$ cat src/rtl/adder_pkg.sv
// Shared types and the three-operand slice-sum helper for the chunked adder family.
package adder_pkg;

  typedef enum logic [1:0] {
    IDLE = 2'd0,
    BUSY = 2'd1,
    DONE = 2'd2
  } add_state_t;

  // Widest slice any adder in the family may use; narrower slices are zero-extended.
  localparam int MAX_CHUNK = 32;

  // Sum of three slices plus a 2-bit carry; the 2 extra result bits never overflow.
  function automatic logic [MAX_CHUNK+1:0] sum3_slice(
    input logic [MAX_CHUNK-1:0] x,
    input logic [MAX_CHUNK-1:0] y,
    input logic [MAX_CHUNK-1:0] z,
    input logic [1:0]           carry
  );
    return {2'b00, x} + {2'b00, y} + {2'b00, z} + {{MAX_CHUNK{1'b0}}, carry};
  endfunction

endpackage

$ cat src/rtl/chunk_adder3.sv
// Combinational CHUNK-bit three-operand slice adder; the slice is picked by cnt.
module chunk_adder3
  import adder_pkg::*;
#(
  parameter int WIDTH = 16,
  parameter int CHUNK = 4,
  parameter int CW    = 2
) (
  input  logic [WIDTH-1:0] a,
  input  logic [WIDTH-1:0] b,
  input  logic [WIDTH-1:0] c,
  input  logic [CW-1:0]    cnt,
  input  logic [1:0]       carry,
  output logic [CHUNK-1:0] sum,
  output logic [1:0]       carry_n
);

  logic [MAX_CHUNK-1:0] a_s, b_s, c_s;
  logic [MAX_CHUNK+1:0] full;
  logic [31:0]          base;

  always_comb begin
    a_s  = '0;
    b_s  = '0;
    c_s  = '0;
    base = 32'(cnt) * CHUNK;
    a_s[CHUNK-1:0] = a[base +: CHUNK];
    b_s[CHUNK-1:0] = b[base +: CHUNK];
    c_s[CHUNK-1:0] = c[base +: CHUNK];
    full = sum3_slice(a_s, b_s, c_s, carry);
    {carry_n, sum} = (CHUNK+2)'(full);
  end

endmodule

$ cat src/rtl/chunked_adder3.sv
// Multi-cycle a+b+c adder, CHUNK bits per clock, valid/ready on both sides.
// Optional build macro CHUNKED_ADDER3_SAT_EN saturates the sum on overflow.
module chunked_adder3
  import adder_pkg::*;
#(
  parameter int WIDTH = 16,
  parameter int CHUNK = 4
) (
  input  logic             clk,
  input  logic             rst,
  input  logic             in_valid,
  output logic             in_ready,
  input  logic [WIDTH-1:0] a,
  input  logic [WIDTH-1:0] b,
  input  logic [WIDTH-1:0] c,
  output logic             out_valid,
  input  logic             out_ready,
  output logic [WIDTH+1:0] out_sum,
  output logic             out_ovf,
  output add_state_t       dbg_state
);

  // Handshake: a transfer happens on a rising edge where valid && ready are both 1;
  // in_ready is high only in IDLE, out_valid only in DONE, and neither depends on
  // the opposite side's signal in the same cycle.

  localparam int NCHUNK = WIDTH / CHUNK;
  localparam int CW     = (NCHUNK > 1) ? $clog2(NCHUNK) : 1;
  localparam logic [CW-1:0] LAST = CW'(NCHUNK - 1);

  add_state_t       state_q, state_nxt;
  logic [WIDTH-1:0] a_q, b_q, c_q;
  logic [WIDTH+1:0] result_q, result_nxt;
  logic [1:0]       carry_q, carry_n;
  logic [CW-1:0]    cnt_q;
  logic             ovf_q;
  logic             last;
  logic [CHUNK-1:0] slice_sum;

  chunk_adder3 #(
    .WIDTH(WIDTH),
    .CHUNK(CHUNK),
    .CW   (CW)
  ) u_slice (
    .a      (a_q),
    .b      (b_q),
    .c      (c_q),
    .cnt    (cnt_q),
    .carry  (carry_q),
    .sum    (slice_sum),
    .carry_n(carry_n)
  );

  assign last = (cnt_q == LAST);

  always_comb begin
    state_nxt = state_q;
    in_ready  = 1'b0;
    out_valid = 1'b0;
    unique case (state_q)
      IDLE: begin
        in_ready = 1'b1;
        if (in_valid) state_nxt = BUSY;
      end
      BUSY: if (last) state_nxt = DONE;
      DONE: begin
        out_valid = 1'b1;
        if (out_ready) state_nxt = IDLE;
      end
      default: state_nxt = IDLE;
    endcase
  end

  // Merge the current slice into the result; the final slice also lands the carry-out.
  always_comb begin
    result_nxt = result_q;
    result_nxt[32'(cnt_q) * CHUNK +: CHUNK] = slice_sum;
    if (last) result_nxt[WIDTH+1:WIDTH] = carry_n;
`ifdef CHUNKED_ADDER3_SAT_EN
    if (last && (carry_n != 2'b00)) result_nxt = {2'b00, {WIDTH{1'b1}}};
`endif
  end

  always_ff @(posedge clk) begin
    if (rst) begin
      state_q  <= IDLE;
      cnt_q    <= '0;
      carry_q  <= 2'b00;
      result_q <= '0;
      ovf_q    <= 1'b0;
    end else begin
      state_q <= state_nxt;
      unique case (state_q)
        IDLE: if (in_valid) begin
          a_q     <= a;
          b_q     <= b;
          c_q     <= c;
          cnt_q   <= '0;
          carry_q <= 2'b00;
        end
        BUSY: begin
          result_q <= result_nxt;
          carry_q  <= carry_n;
          cnt_q    <= cnt_q + CW'(1);
          if (last) ovf_q <= |carry_n;
        end
        default: ;
      endcase
    end
  end

  assign out_sum   = result_q;
  assign out_ovf   = ovf_q;
  assign dbg_state = state_q;

endmodule

$ cat config.mk
export PLATFORM = sky130hd
export DESIGN_NAME = chunked_adder3
export DESIGN_NICKNAME = d
export VERILOG_FILES = /design/src/rtl/adder_pkg.sv /design/src/rtl/chunk_adder3.sv /design/src/rtl/chunked_adder3.sv
export SDC_FILE = /design/constraint.sdc
export NUM_CORES = 1
export LEC_CHECK = 0
export ABC_AREA = 1
export CORE_MARGIN = 5
export CORE_UTILIZATION = 40
export DETAILED_ROUTE_END_ITERATION = 10
export PLACE_DENSITY = 0.72
export SLEW_MARGIN = 10
export SYNTH_ARGS = -nofsm -noshare
export SYNTH_HDL_FRONTEND = slang
export SYNTH_SLANG_ARGS = --single-unit
$ cat constraint.sdc
create_clock -name clk -period 4.4 [get_ports clk]
set_input_delay 0.66 -clock clk [delete_from_list [all_inputs] [get_ports clk]]
set_output_delay 0.66 -clock clk [all_outputs]
set_load 0.03 [all_outputs]
* Yosys cells after proc, flatten, opt, wreduce, memory -nomap -nowiden *
Index checks and enable logic that the tools add are counted.

storage, ports and cells
  bits in registers = 73
  bits of input ports = 52
  logic and storage cells = 43

operators by class
  add/subtract/negate cells = 5
  eq/ne operators = 6
  shift-type cells = 5
  muxes and demuxes = 11
  bitwise operators = 1
  reduce and logical (&&, ||, !) cells = 7

operators by type and width
  operator                                                                 number
  16-bit by 5-bit variable part select with 4-bit output                   3
  4-bit negator with 34-bit output                                         1
  4-bit by 34-bit variable shift with 18-bit output, first input constant  1
  4-bit by 34-bit variable part select with 18-bit output                  1
  18-bit bitwise mux                                                       1
  2-bit two-way mux                                                        5
  2-bit case mux with 2 select lines                                       2
  6-bit by 2-bit adder with 6-bit output                                   1
  6-bit by 4-bit adder with 6-bit output                                   1
  2-bit != test, second input constant                                     3
  2-bit case mux with 3 select lines                                       1
  3-bit AND reduction                                                      2
  4-bit by 4-bit adder with 5-bit output                                   1
  2-bit equality test, second input constant                               2
  2-bit AND reduction                                                      2
  2-bit by 1-bit adder with 2-bit output, second input constant            1
  2-bit by 1-bit equality test with 1-bit output, second input constant    1
  2-bit zero test                                                          1
  1-bit two-way mux                                                        2
  2-bit nonzero test                                                       1
  2-bit OR reduction                                                       1
  1-bit NOT                                                                1

* Depth between registers and ports, before layout *
  depth in word-level cells = 7
  gate-level depth with buffers = 19

* By module *
A second synthesis with hierarchy kept.

second synthesis, totals
  cell total of the unflattened synthesis = 342
  area total of the unflattened synthesis = 3311.9 um^2

by module, submodules not included
  module          instances  cells an instance  area an instance (um^2)  sequential area each (um^2)
  chunked_adder3  1          205                2531.2                   1941.9
  chunk_adder3    1          137                780.7                    0.0

* Worst setup path after synthesis *
Ideal clock, no wire load.

  path type = flip-flop to flip-flop
  from = register state_q[1], in the netlist dbg_state[1]
  to = register a_q[0] (enable)
  library setup time = 0.454 ns
  arrival = 3.156 ns
  required time = 3.946 ns
  slack = 0.790 ns
  stages on the path, launching flop included = 4
  buffers on the path = 0
  clock period less this slack = 3.610 ns
  cells stage by stage = dfxtp_1 -> nor2_1 -> nand2_1 -> nor2_1

on the way
  word-level cells in the longest chain between the ends = 2

RTL lines
  item                                  RTL line              source
  start, declared                       chunked_adder3.sv:31  add_state_t state_q, state_nxt;
  start signal, assigned                chunked_adder3.sv:92  state_q <= state_nxt;
  2-bit zero test                       chunked_adder3.sv:93  unique case (state_q)
  3-bit AND reduction (no source line)  n/a
  end signal, assigned                  chunked_adder3.sv:95  a_q <= a;
  end, declared                         chunked_adder3.sv:32  logic [WIDTH-1:0] a_q, b_q, c_q;

Every way passes these cells.
A chain may end at the register's enable or synchronous reset.

* Final worst setup path *
  from = register cnt_q[0]
  to = register result_q[7], in the netlist out_sum[7]

on the way
  word-level cells in the longest chain between the ends = 6
  elaborated cells on any way between the ends = 10
  those cells by class = add/sub (4); shift (5); mux (1)

RTL lines
  item                                                                              RTL line                                source
  start, declared                                                                   chunked_adder3.sv:35                    logic [CW-1:0] cnt_q;
  start signal, assigned                                                            chunked_adder3.sv:104                   cnt_q <= cnt_q + CW'(1);
  16-bit by 5-bit variable part select with 4-bit output, on equally long branches  chunk_adder3.sv:27, chunk_adder3.sv:28
  4-bit by 4-bit adder with 5-bit output                                            adder_pkg.sv:20                         return {2'b00, x} + {2'b00, y} + {2'b00, z} + {{MAX_CHUNK{1'b0}}, carry};
  6-bit by 4-bit adder with 6-bit output                                            adder_pkg.sv:20
  6-bit by 2-bit adder with 6-bit output                                            adder_pkg.sv:20
  4-bit by 34-bit variable part select with 18-bit output                           chunked_adder3.sv:77                    result_nxt[32'(cnt_q) * CHUNK +: CHUNK] = slice_sum;
  18-bit bitwise mux (*)                                                            chunked_adder3.sv:77
  end signal, assigned                                                              chunked_adder3.sv:102                   result_q <= result_nxt;
  end, declared                                                                     chunked_adder3.sv:33                    logic [WIDTH+1:0] result_q, result_nxt;

Mark *: on every way between the ends. The rest lies on a longest branch, timed or not.

==> metrics.md <==
| Metric | Value |
|---|---|
| HP Class | flip-flop to flip-flop |
| Register area share after synthesis | 59.0% |
| Initial Util | 40.5% |
| Vias post-DR | roughly 2.4k |
| Combinational share of power | 24.4% |
| Period minus WS final | 3.66 ns |
| Layout Nets | 460 |
| CTS tree | built |
| Max_slew headroom | 36.1% |
| Grt total ovfl | 0 |
| Pint | 1190 uW |
| PortBufs | 74 |
| Mean Syn Cell Area | 10.7 sq um |
| Yosys cell types | 30 |
| Most common cell in the synthesized netlist | edfxtp_1 |
| CP Data Required Time | ~4.7 ns |
| I/O pins | 75 |
| Synth top cells by count | 48 x edfxtp_1, 45 x nor2_1, 40 x nand2_1 |
| Synth top area cells | edfxtp_1 44%, dfxtp_1 15%, ha_1 6.5% |
| Crit path DAT | 3.91 ns |
| Clock skew | 0.00806 ns |
| Run status | finished, final reports clean |
| Cell count after placement | 481 |
| Worst vdd rail ir drop | 0.160 mV |
| Net switching power | 492 uW |
| Leading area contributor after synthesis | edfxtp_1 |
| Area fraction of the dominant cell type after synthesis | between 40% and 50% |
| Die height | 101 microns |
| Num rows | 33 |
| Seq pwr share | 46.3% |
| Post-CTS setup buffer count | 0 |
| Hold Fails Final Rpt | 0 |
| Post-DP HPWL | 5050 microns |
| Core ar. | ~8100 sq um |
| Critical Path Source Type | flip-flop |
| Routed WL | roughly 6700 microns |
| Num CTS Buffers | 9 |
| Ant. Diodes | 0 |
| Vias in the first global route | between 2k and 2.5k |
| First-pass GRT wire length | between 10000 and 15000 microns |
| Die area | 10100 sq um |
| Layout fillers | 719 |
| CTS Hold Bufs | 0 |
| P&R area growth vs syn | 31.1% |
| Routability cong. | around 0.84 |
| RSZ-0062 raised after global routing | no |
| Clock Sinks | 73 |
| Yosys synthesis warning count | 0 |
| Clock network power share | 29.3% |
| Fin crit share | 83.1% |
| Total GRT Usage | 14.3% |
| Bufs on Longest Clock Path | 2 |
| Ys flop type | edfxtp_1 |
| Die width | around 100 microns |
| Pin slew with the least headroom to its limit | 0.956 ns |
| CTS Root Cell | clkbuf_8 |
| Maxcap violations | 0 |
| Clock transition at the registers of the reported paths | approximately 0.080 ns |
| WS Path Type | flip-flop to flip-flop |
| Crit path max fanout | 17 |
| Syn_nets | 382 |
| Drt first-iter violations | 80 |
| Register area | a little under 2000 sq um |
| Worst-skew pair later-pin latency | between 0.3 and 0.4 ns |
| Post-synthesis cell count | 309 |
| EDFF count, synth | 48 |
| 1st-pass router iterations | 4 |
| Max Fclk | 274 MHz |
| Switch share | between 20% and 30% |
| Ys async rst share | 0% |
| DR vias/cell | 4.85 |
| WL/cell | ~14 microns |
| #FFs+latches synth | 73 |
| Non-filler cells, final | 497 |
| Slew Limit Fails | 0 |
| WHS | 0.467 ns |
| H-tree levels | 3 |
| Static leakage | 0.00161 uW |
| Layout cells sized above 1 | 7.91% |
| Syn Std Cell Area | 3290 sq um |
| CP Capture Type | flip-flop |
| Setup TNS | 0 ns |
| Post-DRT Antenna Nets | 0 |
| Power per cell area | roughly 400 nW/um^2 |
| Initial antenna violation count | 0 |
| Pin count of the biggest net entering global routing | 49 |
| Number of remaining DRC errors | 0 |
| Final setup fails | 0 |
| Post-CTS sizing | 0 |
| Multi-input gate area | 1190 sq um |
## per-stage QoR
step	area [sq um]	worst slack [ns]	utilization (%)	power, uW
after floorplan	3290	0.790	-	1070
after global placement	4130	0.926	50.8	1190
after detailed placement	4130	0.720	50.8	1210
after CTS	4320	0.725	53.1	1700
after global routing	4320	0.365	53.1	1800
final	4320	0.744	53.1	1680
## final timing paths
| kind | from | end | slack [ns] | cells after the start |
|---|---|---|---|---|
| worst max-delay path | cnt_q[0] | out_sum[7] | 0.74 | 14 |
| worst min-delay path | out_sum[0] | out_sum[0] | 0.47 | 2 |
| worst max register to register | cnt_q[0] | out_sum[7] | 0.74 | 14 |
| worst min register to register | out_sum[0] | out_sum[0] | 0.47 | 2 |
## sequential cells by signal, summed over array words and instances (netlist names)
| signal | cells |
|---|---|
| carry_q | 2 |
| a_q | 16 |
| dbg_state | 2 |
| cnt_q | 2 |
| out_ovf | 1 |
| b_q | 16 |
| c_q | 16 |
| out_sum | 18 |
## worst max-delay path, cell delays in order (launching register included)
cell and delay [ns]:
dfxtp_1 0.62, inv_2 0.20, o21ai_0 0.20, o22ai_1 0.10
ha_1 0.23, fa_1 0.46, fa_1 0.52, ha_1 0.16
inv_1 0.05, fa_1 0.40, nand2_1 0.11, nand2_1 0.06
nor2_1 0.20, nand3_1 0.12, a21oi_1 0.14
## power groups by stage
stage          clock [uW]  sequential, uW  combinational (uW)
2_1_floorplan           0             802                 270
3_3_place_gp            0             793                 397
3_5_place_dp            0             795                 410
4_1_cts               507             779                 412
5_1_grt               543             782                 479
6_report              493             779                 410
## cells by family after synthesis
group / count (synthesis) / synth area share (%)
AND/OR/NAND/NOR: 109 / 15.0
flip-flops: 73 / 59.0
AO/OA/AOI/OAI: 67 / 11.5
buffers and inverters: 37 / 5.09
adder cells (fa/ha/maj): 21 / 8.89
XOR/XNOR: 2 / 0.532
## final cells by class
| cell class | instances | share of cell area [%] |
|---|---|---|
| clock buffer | 9 | 2.87 |
| tap | 105 | 3.04 |
| sequential | 73 | 45.0 |
| inverter | 26 | 2.26 |
| timing repair buffer | 78 | 17.8 |
| clock inverter | 7 | 1.42 |
| multi-input combinational | 199 | 27.6 |
## layout by cell type (no fill, tap or decap), types with 3 or more instances in the layout
cell,Yosys,final
a21oi_1,20,20
a22oi_1,7,7
buf_4,0,4
clkbuf_8,1,9
clkdlybuf4s50_1,0,74
clkinv_1,0,3
dfxtp_1,25,25
edfxtp_1,48,48
fa_1,4,4
ha_1,17,17
inv_1,23,23
inv_2,3,3
nand2_1,40,40
nand2_4,3,3
nand3_1,11,11
nor2_1,45,44
nor2_4,3,4
nor3_1,3,3
o21ai_0,26,26
o22ai_1,11,11
## routing by layer
metal  wire (microns)  global-route usage (%)  vias up
met3              425                    5.33        5
met2             3240                    22.7       65
met1             3000                    18.1     1122
met5                0                       0        -
li1                 -                       -     1216
met4               74                    4.25        0
No activity file was read; power rests on OpenSTA's default activity.
